File: config.mk
export PLATFORM = sky130hd
export DESIGN_NAME = reward_packer_flat
export DESIGN_NICKNAME = d
export VERILOG_FILES = /design/src/rtl/reward_packer_if.sv /design/src/rtl/reward_packer.sv /design/src/flat_wrapper.sv
export SDC_FILE = /design/constraint.sdc
export NUM_CORES = 1
export LEC_CHECK = 0
export ABC_AREA = 1
export BUFFER_PORTS_ARGS = -buffer_cell sky130_fd_sc_hd__buf_4
export CORE_ASPECT_RATIO = 2
export CORE_MARGIN = 4
export CORE_UTILIZATION = 49
export CTS_BUF_LIST = sky130_fd_sc_hd__clkbuf_16
export DETAILED_ROUTE_END_ITERATION = 12
export PLACE_DENSITY = 0.8
export SYNTH_ARGS = -nofsm -noshare
export SYNTH_HDL_FRONTEND = slang
export SYNTH_SLANG_ARGS = --single-unit
export TNS_END_PERCENT = 10
File: constraint.sdc
create_clock -name clk -period 2.85 [get_ports clk]
set_clock_uncertainty 0.2 [all_clocks]
set_input_delay 0.1425 -clock clk [delete_from_list [all_inputs] [get_ports clk]]
set_output_delay 0.1425 -clock clk [all_outputs]
set_load 0.02 [all_outputs]
File: src/rtl/reward_packer_if.sv
// reward_packer_if -- outbound packet bus of the reward packer.
//   master: drives pkt_valid and every packet field, samples pkt_ready.
//   slave : samples pkt_valid and the fields, drives pkt_ready.
//   A packet moves on the cycle where pkt_valid and pkt_ready are both high.
interface reward_packer_if #(
    parameter int WORD_WIDTH = 16
);
    logic                  pkt_valid;
    logic                  pkt_ready;
    logic [2:0]            rPacketType;
    logic [WORD_WIDTH-1:0] rSourceID;
    logic [WORD_WIDTH-1:0] rEnergyLeft;
    logic [WORD_WIDTH-1:0] rQValue;
    logic [WORD_WIDTH-1:0] rSourceHops;
    logic [WORD_WIDTH-1:0] rDestinationID;
    logic [WORD_WIDTH-1:0] rChosenCH;
    logic [WORD_WIDTH-1:0] rHopsFromCH;
    logic [WORD_WIDTH-1:0] rTimeslot;

    modport master (
        output pkt_valid, rPacketType, rSourceID, rEnergyLeft, rQValue, rSourceHops,
               rDestinationID, rChosenCH, rHopsFromCH, rTimeslot,
        input  pkt_ready
    );

    modport slave (
        input  pkt_valid, rPacketType, rSourceID, rEnergyLeft, rQValue, rSourceHops,
               rDestinationID, rChosenCH, rHopsFromCH, rTimeslot,
        output pkt_ready
    );
endinterface

File: src/rtl/reward_packer.sv
// reward_packer -- builds one outbound packet (or a CHT burst) per en request.
//   clk, rst            : clock, synchronous active-high reset
//   en, fPacketType, iAmDestination, iHaveData, role, low_E : request + node state
//   myNodeID .. chosenHop : this node's information fields
//   neighborCount, nTableIndex, mNodeID, mChosenCH : neighbor table, 1-cycle read
//   pkt (master)        : packet bus with valid/ready handshake
//   busy, reward_done   : not-idle flag, one-cycle completion pulse
module reward_packer #(
    parameter  int WORD_WIDTH     = 16,
    parameter  int MAX_NEIGHBORS  = 32,
    parameter  int MAX_CH_HOPS    = 4,
    parameter  int TIMEOUT_CYCLES = 15,
    localparam int IDXW           = $clog2(MAX_NEIGHBORS) + 1
) (
    input  logic                  clk,
    input  logic                  rst,
    input  logic                  en,
    input  logic [2:0]            fPacketType,
    input  logic                  iAmDestination,
    input  logic                  iHaveData,
    input  logic                  role,
    input  logic                  low_E,
    input  logic [WORD_WIDTH-1:0] myNodeID,
    input  logic [WORD_WIDTH-1:0] myEnergy,
    input  logic [WORD_WIDTH-1:0] myQValue,
    input  logic [WORD_WIDTH-1:0] hopsFromSink,
    input  logic [WORD_WIDTH-1:0] chosenCH,
    input  logic [WORD_WIDTH-1:0] hopsFromCH,
    input  logic [WORD_WIDTH-1:0] chosenHop,
    input  logic [IDXW-1:0]       neighborCount,
    output logic [IDXW-1:0]       nTableIndex,
    input  logic [WORD_WIDTH-1:0] mNodeID,
    input  logic [WORD_WIDTH-1:0] mChosenCH,
    reward_packer_if.master       pkt,
    output logic                  busy,
    output logic                  reward_done
);
    localparam int TW = $clog2(TIMEOUT_CYCLES + 1);
    localparam logic [2:0] PT_HB   = 3'b000;
    localparam logic [2:0] PT_INV  = 3'b010;
    localparam logic [2:0] PT_MR   = 3'b011;
    localparam logic [2:0] PT_CHT  = 3'b100;
    localparam logic [2:0] PT_DATA = 3'b101;
    localparam logic [2:0] PT_SOS  = 3'b110;
    localparam logic [2:0] PT_NONE = 3'b111;

    typedef enum logic [2:0] {S_IDLE, S_EMIT, S_CHT_RD, S_CHT_CHK, S_DONE} state_t;

    state_t                state_q, state_d;
    logic [IDXW-1:0]       idx_q, idx_d;
    logic [WORD_WIDTH-1:0] slot_q, slot_d;
    logic                  hb_lock_q, hb_lock_d, inv_sent_q, inv_sent_d;
    logic                  mr_run_q, mr_run_d, mr_pend_q, mr_pend_d;
    logic                  cht_run_q, cht_run_d, cht_pend_q, cht_pend_d;
    logic [TW-1:0]         mr_cnt_q, mr_cnt_d, cht_cnt_q, cht_cnt_d;
    logic                  valid_q, valid_d, busy_q, busy_d, done_q, done_d;
    logic [2:0]            type_q, type_d;
    logic [WORD_WIDTH-1:0] src_q, src_d, energy_q, energy_d, qval_q, qval_d;
    logic [WORD_WIDTH-1:0] shops_q, shops_d, dest_q, dest_d, chch_q, chch_d;
    logic [WORD_WIDTH-1:0] hopsch_q, hopsch_d, tslot_q, tslot_d;
    logic [WORD_WIDTH-1:0] hc_sel, ts_sel;
    logic                  emit, scan_step, scan_more;

    always_comb begin
        state_d    = state_q;    idx_d      = idx_q;      slot_d    = slot_q;
        hb_lock_d  = hb_lock_q;  inv_sent_d = inv_sent_q;
        mr_run_d   = mr_run_q;   mr_pend_d  = mr_pend_q;  mr_cnt_d  = mr_cnt_q;
        cht_run_d  = cht_run_q;  cht_pend_d = cht_pend_q; cht_cnt_d = cht_cnt_q;
        valid_d    = valid_q;    type_d     = type_q;
        src_d      = src_q;      energy_d   = energy_q;   qval_d    = qval_q;
        shops_d    = shops_q;    dest_d     = dest_q;     chch_d    = chch_q;
        hopsch_d   = hopsch_q;   tslot_d    = tslot_q;
        hc_sel     = '0;
        ts_sel     = '0;
        emit       = 1'b0;
        scan_step  = 1'b0;
        scan_more  = (idx_q + IDXW'(1)) < neighborCount;

        // Timers run independently of the FSM; expiry latches the pending flag.
        if (mr_run_q) begin
            mr_cnt_d = mr_cnt_q - TW'(1);
            if (mr_cnt_q == TW'(1)) begin
                mr_run_d  = 1'b0;
                mr_pend_d = 1'b1;
            end
        end
        if (cht_run_q) begin
            cht_cnt_d = cht_cnt_q - TW'(1);
            if (cht_cnt_q == TW'(1)) begin
                cht_run_d  = 1'b0;
                cht_pend_d = 1'b1;
            end
        end

        case (state_q)
            S_IDLE: if (en) begin
                if (fPacketType == PT_HB && !hb_lock_q) begin
                    type_d = PT_HB; dest_d = '1; hb_lock_d = 1'b1; emit = 1'b1;
                end else if (role && !inv_sent_q) begin
                    type_d = PT_INV; dest_d = '1; inv_sent_d = 1'b1; emit = 1'b1;
                    cht_run_d = 1'b1; cht_cnt_d = TW'(TIMEOUT_CYCLES);
                end else if (!role && fPacketType == PT_INV &&
                             hopsFromCH < WORD_WIDTH'(MAX_CH_HOPS)) begin
                    type_d = PT_INV; dest_d = '1; hc_sel = hopsFromCH + WORD_WIDTH'(1);
                    emit = 1'b1;
                    if (!mr_run_q && !mr_pend_q) begin
                        mr_run_d = 1'b1; mr_cnt_d = TW'(TIMEOUT_CYCLES);
                    end
                end else if (!role && mr_pend_q) begin
                    type_d = PT_MR; dest_d = chosenCH; emit = 1'b1;
                end else if (role && cht_pend_q) begin
                    idx_d  = '0;
                    slot_d = WORD_WIDTH'(1);
                    if (neighborCount == '0) begin
                        cht_pend_d = 1'b0;
                        state_d    = S_DONE;
                    end else begin
                        state_d = S_CHT_RD;
                    end
                end else if ((iAmDestination && fPacketType == PT_DATA) || iHaveData) begin
                    type_d = low_E ? PT_SOS : PT_DATA;
                    dest_d = (hopsFromSink == WORD_WIDTH'(1)) ? '0 : chosenHop;
                    emit   = 1'b1;
                end else begin
                    state_d = S_DONE;
                end
            end
            S_EMIT: if (pkt.pkt_ready) begin
                valid_d = 1'b0;
                if (type_q == PT_CHT) begin
                    scan_step = 1'b1;
                end else begin
                    state_d = S_DONE;
                    if (type_q == PT_DATA || type_q == PT_SOS) hb_lock_d = 1'b0;
                    if (type_q == PT_MR) mr_pend_d = 1'b0;
                end
            end
            // Table address was presented during CHT_RD; data is valid now.
            S_CHT_RD:  state_d = S_CHT_CHK;
            S_CHT_CHK: begin
                if (mChosenCH == myNodeID) begin
                    type_d = PT_CHT; dest_d = mNodeID; ts_sel = slot_q;
                    slot_d = slot_q + WORD_WIDTH'(1);
                    emit   = 1'b1;
                end else begin
                    scan_step = 1'b1;
                end
            end
            S_DONE:  state_d = S_IDLE;
            default: state_d = S_IDLE;
        endcase

        if (emit) begin
            src_d    = myNodeID;     energy_d = myEnergy; qval_d  = myQValue;
            shops_d  = hopsFromSink; chch_d   = chosenCH; hopsch_d = hc_sel;
            tslot_d  = ts_sel;
            valid_d  = 1'b1;
            state_d  = S_EMIT;
        end

        if (scan_step) begin
            if (scan_more) begin
                idx_d   = idx_q + IDXW'(1);
                state_d = S_CHT_RD;
            end else begin
                cht_pend_d = 1'b0;
                state_d    = S_DONE;
            end
        end

        busy_d = (state_d != S_IDLE);
        done_d = (state_d == S_DONE);
    end

    always_ff @(posedge clk) begin
        if (rst) begin
            state_q  <= S_IDLE; idx_q <= '0; slot_q <= '0;
            hb_lock_q <= 1'b0; inv_sent_q <= 1'b0;
            mr_run_q <= 1'b0; mr_pend_q <= 1'b0; mr_cnt_q <= '0;
            cht_run_q <= 1'b0; cht_pend_q <= 1'b0; cht_cnt_q <= '0;
            valid_q <= 1'b0; busy_q <= 1'b0; done_q <= 1'b0;
            type_q <= PT_NONE; dest_q <= '1;
            src_q <= '0; energy_q <= '0; qval_q <= '0; shops_q <= '0;
            chch_q <= '0; hopsch_q <= '0; tslot_q <= '0;
        end else begin
            state_q  <= state_d; idx_q <= idx_d; slot_q <= slot_d;
            hb_lock_q <= hb_lock_d; inv_sent_q <= inv_sent_d;
            mr_run_q <= mr_run_d; mr_pend_q <= mr_pend_d; mr_cnt_q <= mr_cnt_d;
            cht_run_q <= cht_run_d; cht_pend_q <= cht_pend_d; cht_cnt_q <= cht_cnt_d;
            valid_q <= valid_d; busy_q <= busy_d; done_q <= done_d;
            type_q <= type_d; dest_q <= dest_d;
            src_q <= src_d; energy_q <= energy_d; qval_q <= qval_d; shops_q <= shops_d;
            chch_q <= chch_d; hopsch_q <= hopsch_d; tslot_q <= tslot_d;
        end
    end

    assign pkt.pkt_valid      = valid_q;
    assign pkt.rPacketType    = type_q;
    assign pkt.rSourceID      = src_q;
    assign pkt.rEnergyLeft    = energy_q;
    assign pkt.rQValue        = qval_q;
    assign pkt.rSourceHops    = shops_q;
    assign pkt.rDestinationID = dest_q;
    assign pkt.rChosenCH      = chch_q;
    assign pkt.rHopsFromCH    = hopsch_q;
    assign pkt.rTimeslot      = tslot_q;
    assign nTableIndex        = idx_q;
    assign busy               = busy_q;
    assign reward_done        = done_q;
endmodule

File: src/flat_wrapper.sv
// flat-port wrapper written by rule: the top's interface ports become plain ports
module reward_packer_flat 
#(
    parameter  int WORD_WIDTH     = 16,
    parameter  int MAX_NEIGHBORS  = 32,
    parameter  int MAX_CH_HOPS    = 4,
    parameter  int TIMEOUT_CYCLES = 15,
    localparam int IDXW           = $clog2(MAX_NEIGHBORS) + 1
)
  (clk, rst, en, fPacketType, iAmDestination, iHaveData, role, low_E, myNodeID, myEnergy, myQValue, hopsFromSink, chosenCH, hopsFromCH, chosenHop, neighborCount, nTableIndex, mNodeID, mChosenCH, busy, reward_done, pkt_pkt_valid, pkt_rPacketType, pkt_rSourceID, pkt_rEnergyLeft, pkt_rQValue, pkt_rSourceHops, pkt_rDestinationID, pkt_rChosenCH, pkt_rHopsFromCH, pkt_rTimeslot, pkt_pkt_ready);
  reward_packer_if #(.WORD_WIDTH(WORD_WIDTH)) pkt_i ();
  input  logic clk;
  input  logic rst;
  input  logic en;
  input  logic [2:0] fPacketType;
  input  logic iAmDestination;
  input  logic iHaveData;
  input  logic role;
  input  logic low_E;
  input  logic [WORD_WIDTH-1:0] myNodeID;
  input  logic [WORD_WIDTH-1:0] myEnergy;
  input  logic [WORD_WIDTH-1:0] myQValue;
  input  logic [WORD_WIDTH-1:0] hopsFromSink;
  input  logic [WORD_WIDTH-1:0] chosenCH;
  input  logic [WORD_WIDTH-1:0] hopsFromCH;
  input  logic [WORD_WIDTH-1:0] chosenHop;
  input  logic [IDXW-1:0] neighborCount;
  output logic [IDXW-1:0] nTableIndex;
  input  logic [WORD_WIDTH-1:0] mNodeID;
  input  logic [WORD_WIDTH-1:0] mChosenCH;
  output logic busy;
  output logic reward_done;
  output wire logic [$bits(pkt_i.pkt_valid)-1:0] pkt_pkt_valid;
  output wire logic [$bits(pkt_i.rPacketType)-1:0] pkt_rPacketType;
  output wire logic [$bits(pkt_i.rSourceID)-1:0] pkt_rSourceID;
  output wire logic [$bits(pkt_i.rEnergyLeft)-1:0] pkt_rEnergyLeft;
  output wire logic [$bits(pkt_i.rQValue)-1:0] pkt_rQValue;
  output wire logic [$bits(pkt_i.rSourceHops)-1:0] pkt_rSourceHops;
  output wire logic [$bits(pkt_i.rDestinationID)-1:0] pkt_rDestinationID;
  output wire logic [$bits(pkt_i.rChosenCH)-1:0] pkt_rChosenCH;
  output wire logic [$bits(pkt_i.rHopsFromCH)-1:0] pkt_rHopsFromCH;
  output wire logic [$bits(pkt_i.rTimeslot)-1:0] pkt_rTimeslot;
  input wire logic [$bits(pkt_i.pkt_ready)-1:0] pkt_pkt_ready;
  assign pkt_pkt_valid = pkt_i.pkt_valid;
  assign pkt_rPacketType = pkt_i.rPacketType;
  assign pkt_rSourceID = pkt_i.rSourceID;
  assign pkt_rEnergyLeft = pkt_i.rEnergyLeft;
  assign pkt_rQValue = pkt_i.rQValue;
  assign pkt_rSourceHops = pkt_i.rSourceHops;
  assign pkt_rDestinationID = pkt_i.rDestinationID;
  assign pkt_rChosenCH = pkt_i.rChosenCH;
  assign pkt_rHopsFromCH = pkt_i.rHopsFromCH;
  assign pkt_rTimeslot = pkt_i.rTimeslot;
  assign pkt_i.pkt_ready = pkt_pkt_ready;
  reward_packer #(.WORD_WIDTH(WORD_WIDTH), .MAX_NEIGHBORS(MAX_NEIGHBORS), .MAX_CH_HOPS(MAX_CH_HOPS), .TIMEOUT_CYCLES(TIMEOUT_CYCLES)) u_core (.clk(clk), .rst(rst), .en(en), .fPacketType(fPacketType), .iAmDestination(iAmDestination), .iHaveData(iHaveData), .role(role), .low_E(low_E), .myNodeID(myNodeID), .myEnergy(myEnergy), .myQValue(myQValue), .hopsFromSink(hopsFromSink), .chosenCH(chosenCH), .hopsFromCH(hopsFromCH), .chosenHop(chosenHop), .neighborCount(neighborCount), .nTableIndex(nTableIndex), .mNodeID(mNodeID), .mChosenCH(mChosenCH), .pkt(pkt_i), .busy(busy), .reward_done(reward_done));
endmodule
==> results.toml, run 1 <==
[worst_hold_path]
hold_path.class = "primary input to register"
holdPathEnd = "u_core.pkt.rDestinationID[8]"
hp-start = "chosenHop[8]"
hold_depth = 7

[die]
fp.dieW_um = 96.4
ios = 301
core_area_um2 = 15300
die_y_um = 185
die-area_um2 = 17800
rows = 64
start_util_pct = 50.0

[setup_path]
worstPathMaxFanout = 15
path_class = "primary input to register"
regToRegStartpoint = "u_core.hb_lock_q"
r2r_slack_ps = 320
r2r_cells = 8
cp-start-kind = "primary input"
cp.required_ps = 2940
crit_path_end_kind = "register"
critPathArrivalTime_ps = 2720
r2r-end = "u_core.pkt.rDestinationID[9]"

[timing]
period_share_pct = 92.2
drv_slew = 0
fmax_mhz = 381
hold_viol = 0
fin_crit_ps = 2630
setup_tns_ps = 0
worstMarginPinSlew_ps = 601
fin_ws_ps = 223
slew_headroom_pct = 59.8
setup_violations = 0
rsz0062_at_grt = "false"

[placed_design]
routabilityCongestion = 0.901
dp_slack_ps = 338
post-dp-hpwl_um = 18900
io_buffers = 300

[synthesis]
ys_seq_elements = 173
yosys-top-cells-area = "dfxtp_1 45%, nor2_1 10%, nand2_1 9.7%"
synthDistinctLibCells = 40
netlist_instances = 1067
async_flop_share_pct = 0
synth_nets = 1240
yosys.area.top_type_share_pct = 45.3
seq_area_frac_synth_pct = 45.3
synth.avg_cell_area_um2 = 7.17
yosys.area.top_type = "dfxtp_1"
synth_area_um2 = 7650
synth_edf_count = 0
yosysWarnings = 0
yosys_most_used_dff = "dfxtp_1"

[drt]
vias_per_cell = 5.38
drtIter0Drc = 541
postRouteAntennaNets = 0
wl_per_cell_um = 17.7
vias = 8955
dr.pass1.iters = 5
drcViolationCount = 0
drt-total-wl_um = 29500

[cts]
cts-htree-levels = 4
cts_root_buf = "clkbuf_16"
clk_path_buf_depth = 2
clk_pin_slew_ps = 60
cts_buffers = 17
cts.sinks = 173
cts_setup_buffers = 0
clk_latency_ps = 420
cts_tree = "done"

[grt]
grt_pass1_vias = 8994
grt_overflow_total = 0
grtUsageTotal_pct = 32.8
grt_pass1_wl_um = 45300
grt_max_degree = 122
antenna_found_initial = 1

[outcome]
status = "finished, final reports clean"

[finish]
layout-drive-gt1-share_pct = 24.1
syn_to_final_growth_pct = 52.7
nets = 1630

[power_and_ir_drop]
p_leak_nw = 5.44
ir_drop_mv = 0.462
power_density_nw_per_um2 = 536

[run]
maxCapViolations = 0
cells by family after synthesis:
family	synth area share (%)
AO/OA/AOI/OAI	14.4
XOR/XNOR	3.21
adder cells (fa/ha/maj)	1.96
buffers and inverters	7.70
flip-flops	45.3
AND/OR/NAND/NOR	27.5
metal layers:
| metal | routed length (um) | global-route usage (%) | vias up |
|---|---|---|---|
| met5 | 0 | 0 | - |
| met4 | 1940 | 19.9 | 0 |
| met3 | 2320 | 6.94 | 127 |
| met2 | 15400 | 57.5 | 470 |
| met1 | 9850 | 34.7 | 4138 |
| li1 | - | - | 4220 |
how the worst max path moves through the flow:
stage,end,startpoint,slack (ps),cells after the start
5_1_grt,u_core.pkt.rDestinationID[14],hopsFromCH[2],20,12
2_1_floorplan,u_core.nTableIndex[0],u_core.nTableIndex[0],470,12
4_1_cts,u_core.pkt.rPacketType[1],myNodeID[12],140,12
6_report,u_core.pkt.rDestinationID[9],hopsFromCH[2],220,12
3_3_place_gp,u_core.nTableIndex[5],u_core.nTableIndex[0],390,12
3_5_place_dp,u_core.nTableIndex[5],u_core.nTableIndex[0],340,12
power breakdown:
part	internal (mW)	switching, mW
Combinational	0.613	0.761
Sequential	2.59	0.121
Clock	1.25	0.926
worst max-delay path, cell delays in order:
cell	delay, ps
dlygate4sd3_1	530
buf_4	120
nor2_1	50
nand2_1	100
nor2_1	60
nand2_1	140
nand3_1	460
o21ai_0	320
nand2_1	60
dlygate4sd3_1	560
nand2_1	80
nand3_1	80
per-stage QoR:
stage                     hold slack [ps]  utilization, %  cell area (um2)  total power, mW  cells
after global placement                163            65.2             9980             3.91   1520
after detailed placement              170            65.2             9980             3.93   1520
final                                3.03            76.4            11700             6.27   1666
after floorplan                      34.0               -             7650             3.37   1067
after global routing                 46.7            76.4            11700             6.49   1665
after CTS                            2.27            76.3            11700             6.22   1664
sequential cells by signal, indices dropped and copies added, names as in the netlist, 3 cells and up:
name / cells
u_core.pkt.rTimeslot: 16
u_core.nTableIndex: 6
u_core.pkt.rChosenCH: 16
u_core.pkt.rPacketType: 3
u_core.mr_cnt_q: 4
u_core.pkt.rEnergyLeft: 16
u_core.pkt.rHopsFromCH: 16
u_core.pkt.rQValue: 16
u_core.cht_cnt_q: 4
u_core.slot_q: 16
u_core.pkt.rSourceID: 16
u_core.pkt.rDestinationID: 16
u_core.pkt.rSourceHops: 16
u_core.state_q: 3
repair_timing:
action                                  in CTS  in global routing
gates resized for setup                      0                  5
endpoints found under the setup margin       0                 10
hold endpoints to repair                   104                  0
hold buffers                               116                  0
layout by cell type, fill, tap and decap left out, drive strengths merged, types with 3 or more instances in the layout:
cell / synthesis / routed
a21oi: 75 / 75
xor2: 26 / 26
nand3b: 3 / 3
nor2: 214 / 214
buf: 30 / 311
o221ai: 5 / 5
nand4: 8 / 8
clkinv: 2 / 10
o21ai: 120 / 120
ha: 12 / 12
dlygate4sd3: 0 / 116
clkbuf: 26 / 17
nand3: 61 / 61
a31oi: 4 / 4
dfxtp: 173 / 173
inv: 75 / 75
nor4: 3 / 3
nor3: 15 / 15
nand2: 203 / 203
cell type report:
class | count | area, um2
well taps | 198 | 248
diodes | 2 | 5.00
inverters | 77 | 293
multi-input cells | 761 | 3610
flip-flops and latches | 173 | 3460
clock inverters | 11 | 105
fillers | 1067 | 3610
repair buffers | 427 | 3530
clock buffers | 17 | 425
cells in the mapped netlist, types with 2 or more instances:
master / count
a31oi_1: 4
xor2_1: 26
nor2_1: 212
xnor2_1: 2
nand2_1: 197
buf_6: 3
dfxtp_1: 173
buf_4: 14
o221ai_1: 5
o21ai_1: 9
nor2_2: 2
o21ai_0: 111
nand2_2: 5
nand4_1: 8
inv_2: 4
ha_1: 12
nand3_1: 60
buf_2: 10
nor4_1: 2
buf_1: 3
o211ai_1: 2
clkbuf_1: 25
inv_1: 71
nand3b_1: 3
nor3_1: 15
a21oi_1: 75
(Power assumes the default switching activity.)
==> run 2: changes to the inputs <==
BUFFER_PORTS_ARGS = -buffer_cell sky130_fd_sc_hd__buf_2   (was -buffer_cell sky130_fd_sc_hd__buf_4)
==> results.toml, run 2 (synthesis gave the netlist of run 1 again) <==
[outcome]
status = "finished, final reports clean"

[timing]
rsz0062_at_grt = "false"
fin_ws_ps = 97.4
fmax_mhz = 363
slew_headroom_pct = 52.3
hold_viol = 0
setup_violations = 0
drv_slew = 0
period_share_pct = 96.6
setup_tns_ps = 0
worstMarginPinSlew_ps = 716
fin_crit_ps = 2750

[die]
die_y_um = 185
core_area_um2 = 15300
fp.dieW_um = 96.4
ios = 301
rows = 64
die-area_um2 = 17800
start_util_pct = 50.0

[setup_path]
cpMaxStageDelayCell = "dlygate4sd3_1"
r2r_cells = 11
path_class = "primary input to register"
cp.required_ps = 3020
cp-start-kind = "primary input"
crit_path_end_kind = "register"
r2r-end = "u_core.nTableIndex[1]"
regToRegStartpoint = "u_core.nTableIndex[2]"
slowest_delay_ps = 580
r2r_slack_ps = 200
worstPathMaxFanout = 61
cp_cell_sequence = "dlygate4sd3_1 -> buf_2 -> xor2_1 -> nor2_1 -> nand2_1 -> nor2_1 -> nand3_2 -> nand2_4 -> buf_16 -> o221ai_1 -> dlygate4sd3_1 -> nand3_1"
critPathArrivalTime_ps = 2920

[placed_design]
routabilityCongestion = 0.920
post-dp-hpwl_um = 18000
dpl_cell_area_um2 = 9220
dp_slack_ps = 227
io_buffers = 300

[cts]
cts_setup_buffers = 0
cts_tree = "done"
clk_path_buf_depth = 2
clk_latency_ps = 420
clk_pin_slew_ps = 70
cts-htree-levels = 4
cts_root_buf = "clkbuf_16"
cts_buffers = 17
cts.sinks = 173

[drt]
wl_per_cell_um = 17.3
dr.pass1.iters = 8
drt-total-wl_um = 28800
postRouteAntennaNets = 0
drtIter0Drc = 616
vias = 9053
drcViolationCount = 0
vias_per_cell = 5.42

[worst_hold_path]
holdPathEnd = "u_core.hb_lock_q"
hp-start = "fPacketType[1]"
hold_path.class = "primary input to register"
hold_depth = 4

[grt]
grt_max_degree = 122
grtUsageTotal_pct = 31.6
grtUsageMet3_pct = 6.99
grt_pass1_vias = 8857
antenna_found_initial = 1
grt-busiest-layer = "met2"
grtUsageMet2_pct = 52.6
grt_util_met1_pct = 35.2
grt_overflow_total = 0
grt_pass1_wl_um = 43900

[finish]
syn_to_final_growth_pct = 43.0
final_cell_mix = "300 x buf_2, 212 x nor2_1, 196 x nand2_1, 173 x dfxtp_1, 114 x dlygate4sd3_1"
fillers = 1147
fin_area_um2 = 10900
layout-drive-gt1-share_pct = 24.4
mostFrequentLayoutCell = "buf_2"
nets = 1628

[power_and_ir_drop]
ir_drop_mv = 0.486
p_leak_nw = 5.25
power_density_nw_per_um2 = 552

[run]
maxCapViolations = 0
## run 2: worst max path at each step
| stage | from | endpoint | slack [ps] | cells after the start |
|---|---|---|---|---|
| 3_5_place_dp | u_core.nTableIndex[0] | u_core.nTableIndex[2] | 230 | 12 |
| 6_report | myNodeID[14] | u_core.pkt.rDestinationID[2] | 100 | 12 |
| 5_1_grt | myNodeID[14] | u_core.pkt.rDestinationID[1] | 5 | 12 |
| 3_3_place_gp | u_core.nTableIndex[0] | u_core.nTableIndex[2] | 290 | 12 |
| 4_1_cts | myNodeID[12] | u_core.pkt.rDestinationID[1] | 30 | 12 |
| 2_1_floorplan | u_core.nTableIndex[0] | u_core.nTableIndex[0] | 470 | 12 |
## run 2: routing by layer
| layer | share of wire, % | vias to the layer above |
|---|---|---|
| met2 | 50 | 551 |
| met4 | 6.7 | 0 |
| met1 | 35 | 4133 |
| li1 | - | 4233 |
| met3 | 8.0 | 136 |
| met5 | 0 | - |
## run 2: area by class of cell
class,count,area (um2),share of cell area [%]
multi-input combinational,761,3610,33.0
sequential,173,3460,31.7
timing repair buffer,425,2790,25.5
clock buffer,17,425,3.89
inverter,77,293,2.68
tap,198,248,2.26
clock inverter,15,103,0.938
antenna,3,7.51,0.0686
## run 2: where the power goes
group	switching [mW]	total (mW)	internal [mW]	leakage, nW
clock network	0.999	2.11	1.11	0.253
logic	0.753	1.23	0.476	3.58
registers	0.107	2.70	2.59	1.42
total	1.86	6.04	4.18	5.25
## run 2: critical path, delay by kind of cell
kind                   cells  cell delay [ps]
AO/OA/AOI/OAI              1              160
XOR/XNOR                   1              160
buffers and inverters      4             1550
AND/OR/NAND/NOR            6              900
## run 2: metrics by stage
stage	util, %	hold WS [ps]	total power [mW]	std cells
floorplan	-	34.0	3.37	1067
global placement	60.3	162	3.74	1519
detailed placement	60.3	168	3.76	1519
CTS	71.2	4.04	5.97	1665
global route	71.5	11.9	6.27	1667
finish	71.5	28.6	6.04	1669
## run 2: repair_timing
action,4_1_cts,5_1_grt
endpoints found under the hold margin,103,0
hold buffers,114,0
setup endpoints to repair,0,12
resized for setup,0,5
